===== src/rtl/decode_regfile_if.sv =====
// Decode-stage bus bundle: fetch handshake, execute writeback port and the issue slot.
// The master side drives instructions and writeback; the slave side is the decode stage.
interface decode_regfile_if #(
    parameter int DATA_W      = 8,
    parameter int STALL_CNT_W = 8
);
    logic [15:0]            i_instr;
    logic                   i_instr_valid;
    logic                   o_instr_ready;
    logic                   i_wb_en;
    logic [3:0]             i_wb_add;
    logic [DATA_W-1:0]      i_wb_data;
    logic [3:0]             o_opcode;
    logic [DATA_W-1:0]      o_srcdata_1;
    logic [DATA_W-1:0]      o_srcdata_2;
    logic [3:0]             o_destadd;
    logic                   o_issue_valid;
    logic [STALL_CNT_W-1:0] o_stall_cnt;

    modport master (
        output i_instr, i_instr_valid, i_wb_en, i_wb_add, i_wb_data,
        input  o_instr_ready, o_opcode, o_srcdata_1, o_srcdata_2, o_destadd,
               o_issue_valid, o_stall_cnt
    );

    modport slave (
        input  i_instr, i_instr_valid, i_wb_en, i_wb_add, i_wb_data,
        output o_instr_ready, o_opcode, o_srcdata_1, o_srcdata_2, o_destadd,
               o_issue_valid, o_stall_cnt
    );
endinterface


===== src/rtl/decode_regfile.sv =====
// Decode stage of the FDE CPU: field split, bypassed register-file read, one-bubble
// interlock against the instruction currently in the issue slot, registered issue output.
module decode_regfile #(
    parameter int DATA_W      = 8,
    parameter int NREG        = 16,
    parameter int STALL_CNT_W = 8
) (
    input  logic            i_clk,
    input  logic            i_reset,
    decode_regfile_if.slave bus
);

    typedef enum logic [3:0] {
        OP_NOP = 4'b0000,
        OP_ADD = 4'b0001,
        OP_SUB = 4'b0010,
        OP_LS  = 4'b0100,
        OP_RS  = 4'b1000
    } opcode_e;

    logic [DATA_W-1:0]      regs_q [NREG];
    opcode_e                opcode_q, opcode_d;
    logic [DATA_W-1:0]      src1_q, src1_d, src2_q, src2_d;
    logic [3:0]             dest_q, dest_d;
    logic                   issue_q, issue_d;
    logic                   pend_vld_q, pend_vld_d;
    logic [3:0]             pend_dest_q, pend_dest_d;
    logic [STALL_CNT_W-1:0] stall_q, stall_d;

    logic [3:0]        op_f, dest_f, src1_f, src2_f;
    logic              reads1, reads2, hazard, accept;
    logic [DATA_W-1:0] rd1, rd2;

    assign op_f   = bus.i_instr[15:12];
    assign dest_f = bus.i_instr[11:8];
    assign src1_f = bus.i_instr[7:4];
    assign src2_f = bus.i_instr[3:0];

    always_comb begin
        reads1 = 1'b0;
        reads2 = 1'b0;
        case (op_f)
            OP_ADD, OP_SUB: begin
                reads1 = 1'b1;
                reads2 = 1'b1;
            end
            OP_LS, OP_RS: reads1 = 1'b1;
            default: ;
        endcase
    end

    // Same-cycle writeback wins over the stored value, covering the producer two ahead.
    always_comb begin
        rd1 = regs_q[src1_f];
        rd2 = regs_q[src2_f];
        if (bus.i_wb_en && (bus.i_wb_add == src1_f)) rd1 = bus.i_wb_data;
        if (bus.i_wb_en && (bus.i_wb_add == src2_f)) rd2 = bus.i_wb_data;
    end

    assign hazard = bus.i_instr_valid && pend_vld_q &&
                    ((reads1 && (pend_dest_q == src1_f)) ||
                     (reads2 && (pend_dest_q == src2_f)));
    assign accept = bus.i_instr_valid && !hazard;
    assign bus.o_instr_ready = !hazard;

    always_comb begin
        opcode_d    = OP_NOP;
        src1_d      = '0;
        src2_d      = '0;
        dest_d      = '0;
        issue_d     = 1'b0;
        pend_vld_d  = 1'b0;
        pend_dest_d = '0;
        stall_d     = stall_q;
        if (hazard && (stall_q != {STALL_CNT_W{1'b1}})) begin
            stall_d = stall_q + STALL_CNT_W'(1);
        end
        if (accept) begin
            issue_d = 1'b1;
            if (reads1) begin
                opcode_d    = opcode_e'(op_f);
                dest_d      = dest_f;
                src1_d      = rd1;
                pend_vld_d  = 1'b1;
                pend_dest_d = dest_f;
            end
            if (reads2) begin
                src2_d = rd2;
            end
        end
    end

    always_ff @(posedge i_clk or posedge i_reset) begin
        if (i_reset) begin
            for (int i = 0; i < NREG; i++) begin
                regs_q[i] <= '0;
            end
        end else if (bus.i_wb_en) begin
            regs_q[bus.i_wb_add] <= bus.i_wb_data;
        end
    end

    always_ff @(posedge i_clk or posedge i_reset) begin
        if (i_reset) begin
            opcode_q    <= OP_NOP;
            src1_q      <= '0;
            src2_q      <= '0;
            dest_q      <= '0;
            issue_q     <= 1'b0;
            pend_vld_q  <= 1'b0;
            pend_dest_q <= '0;
            stall_q     <= '0;
        end else begin
            opcode_q    <= opcode_d;
            src1_q      <= src1_d;
            src2_q      <= src2_d;
            dest_q      <= dest_d;
            issue_q     <= issue_d;
            pend_vld_q  <= pend_vld_d;
            pend_dest_q <= pend_dest_d;
            stall_q     <= stall_d;
        end
    end

    assign bus.o_opcode      = opcode_q;
    assign bus.o_srcdata_1   = src1_q;
    assign bus.o_srcdata_2   = src2_q;
    assign bus.o_destadd     = dest_q;
    assign bus.o_issue_valid = issue_q;
    assign bus.o_stall_cnt   = stall_q;

endmodule

===== src/flat_wrapper.sv =====
// flat-port wrapper written by rule: the top's interface ports become plain ports
module decode_regfile_flat 
#(
    parameter int DATA_W      = 8,
    parameter int NREG        = 16,
    parameter int STALL_CNT_W = 8
)
  (i_clk, i_reset, bus_i_instr, bus_i_instr_valid, bus_i_wb_en, bus_i_wb_add, bus_i_wb_data, bus_o_instr_ready, bus_o_opcode, bus_o_srcdata_1, bus_o_srcdata_2, bus_o_destadd, bus_o_issue_valid, bus_o_stall_cnt);
  decode_regfile_if #(.DATA_W(DATA_W), .STALL_CNT_W(STALL_CNT_W)) bus_i ();
  input  logic i_clk;
  input  logic i_reset;
  input wire logic [$bits(bus_i.i_instr)-1:0] bus_i_instr;
  input wire logic [$bits(bus_i.i_instr_valid)-1:0] bus_i_instr_valid;
  input wire logic [$bits(bus_i.i_wb_en)-1:0] bus_i_wb_en;
  input wire logic [$bits(bus_i.i_wb_add)-1:0] bus_i_wb_add;
  input wire logic [$bits(bus_i.i_wb_data)-1:0] bus_i_wb_data;
  output wire logic [$bits(bus_i.o_instr_ready)-1:0] bus_o_instr_ready;
  output wire logic [$bits(bus_i.o_opcode)-1:0] bus_o_opcode;
  output wire logic [$bits(bus_i.o_srcdata_1)-1:0] bus_o_srcdata_1;
  output wire logic [$bits(bus_i.o_srcdata_2)-1:0] bus_o_srcdata_2;
  output wire logic [$bits(bus_i.o_destadd)-1:0] bus_o_destadd;
  output wire logic [$bits(bus_i.o_issue_valid)-1:0] bus_o_issue_valid;
  output wire logic [$bits(bus_i.o_stall_cnt)-1:0] bus_o_stall_cnt;
  assign bus_i.i_instr = bus_i_instr;
  assign bus_i.i_instr_valid = bus_i_instr_valid;
  assign bus_i.i_wb_en = bus_i_wb_en;
  assign bus_i.i_wb_add = bus_i_wb_add;
  assign bus_i.i_wb_data = bus_i_wb_data;
  assign bus_o_instr_ready = bus_i.o_instr_ready;
  assign bus_o_opcode = bus_i.o_opcode;
  assign bus_o_srcdata_1 = bus_i.o_srcdata_1;
  assign bus_o_srcdata_2 = bus_i.o_srcdata_2;
  assign bus_o_destadd = bus_i.o_destadd;
  assign bus_o_issue_valid = bus_i.o_issue_valid;
  assign bus_o_stall_cnt = bus_i.o_stall_cnt;
  decode_regfile #(.DATA_W(DATA_W), .NREG(NREG), .STALL_CNT_W(STALL_CNT_W)) u_core (.i_clk(i_clk), .i_reset(i_reset), .bus(bus_i));
endmodule

===== config.mk =====
export PLATFORM = sky130hd
export DESIGN_NAME = decode_regfile_flat
export DESIGN_NICKNAME = d
export VERILOG_FILES = /design/src/rtl/decode_regfile_if.sv /design/src/rtl/decode_regfile.sv /design/src/flat_wrapper.sv
export SDC_FILE = /design/constraint.sdc
export NUM_CORES = 1
export LEC_CHECK = 0
export CORE_ASPECT_RATIO = 1.25
export CORE_MARGIN = 3
export CORE_UTILIZATION = 45
export CTS_BUF_LIST = sky130_fd_sc_hd__clkbuf_8
export DETAILED_ROUTE_END_ITERATION = 12
export DONT_BUFFER_PORTS = 1
export PLACE_DENSITY = 0.63
export SLEW_MARGIN = 20
export SYNTH_ARGS = -nofsm -noshare
export SYNTH_HDL_FRONTEND = slang
export SYNTH_SLANG_ARGS = --single-unit

===== constraint.sdc =====
create_clock -name i_clk -period 7.35 [get_ports i_clk]
set_input_delay 1.1025 -clock i_clk [delete_from_list [all_inputs] [get_ports i_clk]]
set_output_delay 1.1025 -clock i_clk [all_outputs]
set_load 0.02 [all_outputs]

==> flow_summary.yaml, run 1 <==
clocking:
  cts_tree: "done"
  ctsResizeCount: 0
  clkLatencyLatePin_ps: 470
  holdBufCountCts: 0
  cts-root-buf: "clkbuf_8"
  post-cts-setup-buffer-count: 0
  cts_inserted_buffers: 17
  clockBufferDepth: 2
  htreeDepth: 4
  cts_sinks: 162
  clk_pin_slew_ps: 80
critical_path:
  slowest_delay_ps: 400
  critical_path_arrival_ps: 2180
  crit_chain: "xor2_2 -> nor4_4 -> a22oi_4 -> nand3b_1"
  cp_slowest_cell: "nor4_4"
  criticalPathCategory: "primary input to primary output"
  crit_required_ps: 6250
  path_max_fanout: 34
  end_kind: "primary output"
  cp_top_family: "simple AND/OR/NAND/NOR gates"
  path_buf_inv: 0
  cp-start-kind: "primary input"
final_layout:
  drive_above_1_share_pct: 37.4
  utilization_pct: 49.0
  fin_nets: 592
  n_antenna_cell: 0
  syn_to_final_growth_pct: 6.19
power:
  p_switching_w: 0.000639
  power_frac_seq_pct: 51.3
  p_int_w: 0.00169
  switching_share_pct: 27.4
  vdd_drop_max_mv: 0.116
  power_w: 0.00233
  comb_power_share_pct: 19.7
  cellLeakagePower_nw: 3.79
  power_density_nw_per_um2: 261
  p_clk_share_pct: 29.0
floorplanning:
  core-area_um2: 18200
  chipWidth_um: 128
  die_area_um2: 20400
  die_h_um: 159
  fp-row-count: 55
  start_util_pct: 46.1
  io_pins: 66
placement:
  io_buffers: 0
  hpwl_um: 13700
  gp_congestion: 0.843
sta:
  fmax_mhz: 304
  finalCritPeriodShare_pct: 44.7
  rsz0062_at_grt: "no"
  setup_viol: 0
  hold_viol: 0
  finClkSkew_ps: 11.1
  period_needed_ps: 3290
  worst_slew_pin_slew_ps: 1030
  slew_violations: 0
  maxSlewHeadroom_pct: 31.4
  finalSetupTns_ps: 0
drt:
  vias: 4986
  wl_per_cell_um: 24.7
  dr.pass1.iters: 5
  wl_um: 19700
  via_per_inst: 6.23
  drcViolationCount: 0
  first_iter_violations: 400
  drtAntennaViolNets: 0
grt:
  grt_overflow: 0
  grt_pass1_wl_um: 31600
  antenna_found_initial: 0
  grt_pass1_vias: 5446
  grt_max_degree: 86
  grt_usage_pct: 20.2
synth:
  ys_types: 43
  synth_flop_cell: "dfrtp_1"
  synth-edff-count: 0
  avgSynthCellArea_um2: 14.6
  syn_nets: 609
  yosys_warnings: 0
  ys_seq_elements: 162
  async_reset_ff_share_pct: 100
  syn_area_um2: 8410
  synth-seq-area-share_pct: 48.2
  synthCells: 576
flow_run:
  max_cap_violations: 0
worst_hold_path:
  min_path_type: "register to register"
status:
  status: "completed"
-- per-stage QoR --
step / cell area, um2 / hold slack, ps / std cells / worst slack, ps
after detailed placement: 8530 / 503 / 768 / 4050
final: 8930 / 514 / 800 / 4060
after global routing: 8930 / 537 / 800 / 4000
after global placement: 8530 / 487 / 768 / 4060
after CTS: 8930 / 522 / 800 / 4040
after floorplan: 8410 / 477 / 576 / 1870
-- power groups by stage --
stage | sequential [W] | clock, W | combinational [W]
3_3_place_gp | 0.00119 | 0 | 0.000445
6_report | 0.00119 | 0.000675 | 0.000459
2_1_floorplan | 0.00116 | 0 | 0.000410
3_5_place_dp | 0.00121 | 0 | 0.000460
5_1_grt | 0.00122 | 0.000724 | 0.000499
4_1_cts | 0.00119 | 0.000687 | 0.000462
-- state kept, by name, indices dropped and copies added (netlist names) --
register / flops
u_core.regs_q: 128
u_core.bus.o_srcdata_1: 8
u_core.bus.o_srcdata_2: 8
u_core.bus.o_stall_cnt: 8
u_core.bus.o_destadd: 4
u_core.bus.o_opcode: 4
u_core.bus.o_issue_valid: 1
u_core.pend_vld_q: 1
-- cells by family (layout without fill, tap and decap cells) --
kind of cell    count (synthesis)  in the layout  share of synthesized area [%]
compound gates                 56             56                           5.14
xor+xnor                       25             25                           2.69
fa+ha+maj                       1              1                          0.149
buf+inv                        41             37                           2.41
flops                         162            162                           48.2
mux                           201            201                           35.3
simple gates                   90             90                           6.08
-- cell usage after synthesis, types with 2 or more instances --
cell	instances	share of area [%]
o21a_1	2	0.18
inv_1	3	0.13
mux2_1	25	3.3
mux2_2	104	14
dfrtp_1	162	48
nand2b_1	2	0.15
or3_1	3	0.22
clkbuf_1	17	0.76
nand3b_1	5	0.45
nor3_2	2	0.24
nand3_1	4	0.24
nor4_4	3	0.76
nand2_1	21	0.94
xnor2_1	2	0.21
buf_6	4	0.54
xor2_1	22	2.3
mux4_2	64	17
a22oi_1	32	2.9
a21o_1	8	0.71
and2_1	11	0.82
buf_1	5	0.22
a21oi_1	9	0.54
nand4_1	3	0.22
clkbuf_2	2	0.12
nor2_1	25	1.1
nor2b_1	5	0.37
buf_2	8	0.48
mux2i_1	8	0.95
-- cell usage in the layout, fill, tap and decap left out, types with 3 or more instances in the layout --
cell type and count:
dfrtp_1 162, mux2_2 104, mux4_2 64, a22oi_1 32
mux2_1 25, nor2_1 25, xor2_1 22, nand2_1 21
clkbuf_8 20, and2_1 11, a21oi_1 9, a21o_1 8
mux2i_1 8, nor2b_1 5, nand3b_1 5, nand3_1 4
inv_1 4, or3_1 3, nor4_4 3, nand4_1 3
clkinvlp_4 3
-- area by class of cell --
| type | instances | area, um2 |
|---|---|---|
| Fill cell | 1564 | 9300 |
| Multi-Input combinational cell | 373 | 4160 |
| Sequential cell | 162 | 4050 |
| Tap cell | 228 | 285 |
| Clock buffer | 20 | 275 |
| Clock inverter | 12 | 133 |
| Inverter | 4 | 22.5 |
| Timing Repair Buffer | 1 | 7.51 |
-- path summary, 6_finish.rpt --
kind / startpoint / to / slack [ps] / cells after the start
hold reg to reg: u_core.regs_q[89]$_DFFE_PP0P_ / u_core.regs_q[89]$_DFFE_PP0P_ / 510 / 1
hold / removal: u_core.regs_q[89]$_DFFE_PP0P_ / u_core.regs_q[89]$_DFFE_PP0P_ / 510 / 1
min in group asynchronous: i_reset / u_core.regs_q[59]$_DFFE_PP0P_ / 620 / 1
setup / recovery: bus_i_instr[1] / bus_o_instr_ready / 4060 / 4
max in group asynchronous: i_reset / u_core.regs_q[63]$_DFFE_PP0P_ / 5250 / 2
setup reg to reg: u_core.bus.o_destadd[3]$_DFF_PP0_ / u_core.bus.o_srcdata_2[6]$_DFF_PP0_ / 5360 / 5
-- per-layer routing --
layer | global-route usage, % | share of wire, % | up-vias
li1 | - | - | 2139
met1 | 25.5 | 40 | 2676
met2 | 34.4 | 53 | 140
met3 | 3.90 | 4.7 | 31
met4 | 6.85 | 2.1 | 0
met5 | 0 | 0 | -
Note: power is estimated with default switching activity, not from simulation.
==> run 2, diff against run 1 <==
==> constraint.sdc (replaced) <==
create_clock -name i_clk -period 3.1 [get_ports i_clk]
set_input_delay 0.465 -clock i_clk [delete_from_list [all_inputs] [get_ports i_clk]]
set_output_delay 0.465 -clock i_clk [all_outputs]
set_load 0.02 [all_outputs]
==> flow_summary.yaml, run 2 (synthesized netlist as in run 1, its figures left out) <==
floorplanning:
  die_h_um: 159
  fp-row-count: 55
  chipWidth_um: 128
  io_pins: 66
  die_area_um2: 20400
  start_util_pct: 46.1
  core-area_um2: 18200
final_layout:
  n_antenna_cell: 0
  syn_to_final_growth_pct: 6.99
  final_cell_mix: "162 x dfrtp_1, 104 x mux2_2, 64 x mux4_2"
  fillers: 1507
  drive_above_1_share_pct: 38.3
  fin_nets: 601
  largest_reg_flops: 128
  utilization_pct: 49.4
  top_register: "u_core.regs_q"
  layout_commonest_cell: "dfrtp_1"
critical_path:
  crit_chain: "xor2_2 -> nor4_4 -> a22oi_4 -> nand3b_1"
  cp-start-kind: "register"
  path_max_fanout: 9
  cp_slowest_cell: "dfrtp_1"
  crit_required_ps: 2630
  criticalPathCategory: "register to primary output"
  crit_start: "u_core.bus.o_destadd[1]$_DFF_PP0_"
  cp_top_family: "simple AND/OR/NAND/NOR gates"
  slowest_delay_ps: 510
  r2r_slack_ps: 1100
  critical_path_arrival_ps: 2160
  end_kind: "primary output"
  path_buf_inv: 0
  reg2reg_from: "u_core.bus.o_destadd[3]$_DFF_PP0_"
drt:
  dr.pass1.iters: 4
  drtAntennaViolNets: 0
  wl_per_cell_um: 24.5
  vias: 5021
  wl_um: 19800
  via_per_inst: 6.21
  first_iter_violations: 311
  drcViolationCount: 0
placement:
  hpwl_um: 13500
  gp_congestion: 0.856
  io_buffers: 0
sta:
  slew_violations: 0
  hold_viol: 0
  finalSetupTns_ps: 0
  maxSlewHeadroom_pct: 34.4
  finClkSkew_ps: 15.4
  finalCritPeriodShare_pct: 84.7
  rsz0062_at_grt: "no"
  period_needed_ps: 2630
  setup_viol: 0
  fmax_mhz: 381
  worst_slew_pin_slew_ps: 980
worst_hold_path:
  hp-start: "bus_i_instr[10]"
  min_path_type: "primary input to register"
clocking:
  clkLatencyLatePin_ps: 470
  cts_tree: "done"
  cts-root-buf: "clkbuf_8"
  clockBufferDepth: 2
  htreeDepth: 4
  clk_pin_slew_ps: 100
  cts_inserted_buffers: 17
  post-cts-setup-buffer-count: 0
  cts_sinks: 162
status:
  status: "completed"
grt:
  antenna_found_initial: 0
  grt_max_degree: 113
  grt_overflow: 0
  grt_pass1_vias: 5410
  grt_usage_pct: 20.5
  grt_pass1_wl_um: 31900
power:
  cellLeakagePower_nw: 3.83
  power_density_nw_per_um2: 607
  vdd_drop_max_mv: 0.341
flow_run:
  max_cap_violations: 0
[run 2: changes by cell type in the layout (fill, tap and decap cells not counted), sizes merged]
cell,change
buf,+8
clkinv,+2
inv,-2
clkbuf,-1
dlygate4sd3,+1
[run 2: through the flow]
step	hold WS, ps	worst slack (ps)	cells	total power, W	cell area, um2
2_1_floorplan	477	578	576	0.00373	8420
3_3_place_gp	419	990	776	0.00387	8600
3_5_place_dp	425	954	776	0.00395	8600
4_1_cts	94.1	421	808	0.00551	9000
5_1_grt	97.6	371	808	0.00574	9000
6_report	119	475	808	0.00547	9000
[run 2: final timing paths]
path,to,depth (start not counted)
max in group asynchronous,u_core.regs_q[122]$_DFFE_PP0P_,3
worst max register to register,u_core.bus.o_srcdata_2[4]$_DFF_PP0_,5
worst min-delay path,u_core.bus.o_destadd[2]$_DFF_PP0_,1
min in group asynchronous,u_core.regs_q[50]$_DFFE_PP0P_,2
worst min register to register,u_core.regs_q[89]$_DFFE_PP0P_,1
worst max-delay path,bus_o_instr_ready,4
[run 2: power breakdown]
group / internal [W] / total, W / switching [W]
clock: 0.000756 / 0.00156 / 0.000799
sequential: 0.00252 / 0.00281 / 0.000298
combinational: 0.000714 / 0.00110 / 0.000384
total: 0.00399 / 0.00547 / 0.00148
[run 2: metal layers]
layer	vias up	global-route usage [%]	routed length [um]
li1	2157	-	-
met1	2676	26.7	8070
met2	155	34.5	10400
met3	33	3.90	893
met4	0	6.47	431
met5	-	0	0
[run 2: what timing repair did]
action	in CTS	in global routing
hold buffers	1	0
gates resized for setup	0	0
hold endpoints to repair	21	0
[run 2: layout make-up]
cell class                      count  area [um2]  area share (%)
Clock buffer                       19         262            2.90
Inverter                            4        21.3           0.236
Sequential cell                   162        4050            45.0
Timing Repair Buffer               10        90.1            1.00
Multi-Input combinational cell    373        4160            46.2
Clock inverter                     12         133            1.47
Tap cell                          228         285            3.17
==> run 3, diff against run 2 <==
--- a/config.mk
+++ b/config.mk
@@ -11,7 +11,7 @@
 export CTS_BUF_LIST = sky130_fd_sc_hd__clkbuf_8
 export DETAILED_ROUTE_END_ITERATION = 12
 export DONT_BUFFER_PORTS = 1
-export PLACE_DENSITY = 0.63
+export PLACE_DENSITY = 0.65
 export SLEW_MARGIN = 20
 export SYNTH_ARGS = -nofsm -noshare
 export SYNTH_HDL_FRONTEND = slang
==> constraint.sdc (replaced) <==
create_clock -name i_clk -period 2.3 [get_ports i_clk]
set_input_delay 0.345 -clock i_clk [delete_from_list [all_inputs] [get_ports i_clk]]
set_output_delay 0.345 -clock i_clk [all_outputs]
set_load 0.02 [all_outputs]
==> flow_summary.yaml, run 3 (synthesized netlist as in run 1, its figures left out) <==
status:
  status: "completed"
final_layout:
  syn_to_final_growth_pct: 10.3
  fin_nets: 630
  n_antenna_cell: 0
  top_register: "u_core.regs_q"
  layout_commonest_cell: "dfrtp_1"
  largest_reg_flops: 128
  fillers: 1498
  utilization_pct: 50.9
  drive_above_1_share_pct: 38.5
  final_cell_mix: "158 x dfrtp_1, 104 x mux2_2, 64 x mux4_2"
  instances_no_fill: 838
drt:
  vias: 5136
  first_iter_violations: 493
  drtAntennaViolNets: 0
  drcViolationCount: 0
  wl_per_cell_um: 23.6
  wl_um: 19800
  dr.pass1.iters: 5
  via_per_inst: 6.13
power:
  switching_share_pct: 26.5
  vdd_drop_max_mv: 0.425
  p_clk_share_pct: 27.9
  cellLeakagePower_nw: 3.97
  power_density_nw_per_um2: 794
  p_switching_w: 0.00195
  power_frac_seq_pct: 51.7
  p_int_w: 0.00542
  comb_power_share_pct: 20.5
critical_path:
  criticalPathCategory: "register to primary output"
  path_max_fanout: 3
  slowest_delay_ps: 490
  cp-start-kind: "register"
  end_kind: "primary output"
  cp_slowest_cell: "dfrtp_2"
  crit_chain: "xor2_2 -> nor4_4 -> a22oi_4 -> nand3b_1"
  critical_path_arrival_ps: 1910
  crit_required_ps: 1960
sta:
  finalSetupTns_ps: 0
  finClkSkew_ps: 12.0
  fmax_mhz: 444
  period_needed_ps: 2250
  hold_viol: 0
  slew_violations: 0
  rsz0062_at_grt: "yes"
  holdWs_ps: 36.9
  finalCritPeriodShare_pct: 97.9
  maxSlewHeadroom_pct: 48.9
  setup_viol: 0
  worst_slew_pin_slew_ps: 765
placement:
  gp_congestion: 0.843
  io_buffers: 0
  dp.cells: 783
  hpwl_um: 13300
clocking:
  clockBufferDepth: 2
  htreeDepth: 4
  cts_tree: "done"
  cts-root-buf: "clkbuf_8"
  cts_inserted_buffers: 17
  clkLatencyLatePin_ps: 450
  cts_sinks: 162
  clk_pin_slew_ps: 80
grt:
  antenna_found_initial: 0
  grt_pass1_wl_um: 32100
  grt_pass1_vias: 5642
  grt_usage_pct: 20.4
  grt_max_degree: 86
  grt_overflow: 0
floorplanning:
  io_pins: 66
  die_area_um2: 20400
  die_h_um: 159
  fp-row-count: 55
  chipWidth_um: 128
  start_util_pct: 46.1
  core-area_um2: 18200
flow_run:
  max_cap_violations: 0
worst_hold_path:
  min_path_type: "primary input to register"
## run 3: cell types whose count changed in the layout (fill, tap and decap cells not counted), sizes merged
cell / previous run / this run
dlygate4sd3: 1 / 20
buf: 9 / 19
clkbuf: 19 / 20
clkinv: 5 / 4
inv: 6 / 7
## run 3: critical path, delay by kind of cell (launching register included)
family	cells	cell delay, ps
XOR/XNOR	1	180
AND/OR/NAND/NOR	2	660
flip-flops	1	490
AO/OA/AOI/OAI	1	130
## run 3: metrics by stage
stage | worst slack (ps) | cell area [um2] | total power, W
2_1_floorplan | -102 | 8420 | 0.00502
3_3_place_gp | 311 | 8650 | 0.00521
3_5_place_dp | 292 | 8650 | 0.00533
4_1_cts | 1.59 | 9250 | 0.00743
5_1_grt | -28.6 | 9280 | 0.00775
6_report | 48.6 | 9280 | 0.00737
## run 3: repair_timing
| action | in CTS | in global routing |
|---|---|---|
| setup endpoints to repair | 1 | 1 |
| gates resized for setup | 3 | 2 |
| buffers inserted | 3 | 0 |
| hold buffers | 17 | 3 |
| endpoints found under the hold margin | 40 | 3 |
| pin swaps | 4 | 1 |
## run 3: routing by layer
metal	wire length [um]	GRT usage, %	vias up
met4	452	8.30	0
met3	1180	5.15	35
met5	0	0	-
li1	-	-	2218
met1	7670	25.3	2728
met2	10500	33.8	155
## run 3: path summary, 6_finish.rpt
path,to,slack [ps],from,depth (start not counted)
worst min register to register,u_core.regs_q[90]$_DFFE_PP0P_,520,u_core.regs_q[90]$_DFFE_PP0P_,1
worst max-delay path,bus_o_instr_ready,50,u_core.bus.o_destadd[2]$_DFF_PP0_,4
worst max register to register,u_core.bus.o_opcode[2]$_DFF_PP0_,320,u_core.bus.o_destadd[2]$_DFF_PP0_,7
max in group asynchronous,u_core.bus.o_destadd[3]$_DFF_PP0_,1110,i_reset,3
worst min-delay path,u_core.regs_q[57]$_DFFE_PP0P_,40,bus_i_wb_data[1],1
min in group asynchronous,u_core.regs_q[19]$_DFFE_PP0P_,390,i_reset,2
## run 3: final cells by class
| class | instances | area, um2 | share of cell area, % |
|---|---|---|---|
| Multi-Input combinational cell | 373 | 4170 | 44.9 |
| Sequential cell | 162 | 4060 | 43.7 |
| Timing Repair Buffer | 39 | 355 | 3.83 |
| Tap cell | 228 | 285 | 3.07 |
| Clock buffer | 20 | 275 | 2.97 |
| Clock inverter | 12 | 118 | 1.27 |
| Inverter | 4 | 21.3 | 0.229 |
## run 3: power by group through the flow
stage,combinational (W),clock (W),sequential (W)
2_1_floorplan,0.00131,0,0.00371
3_3_place_gp,0.00143,0,0.00377
3_5_place_dp,0.00148,0,0.00385
4_1_cts,0.00152,0.00211,0.00380
5_1_grt,0.00163,0.00224,0.00388
6_report,0.00151,0.00205,0.00381
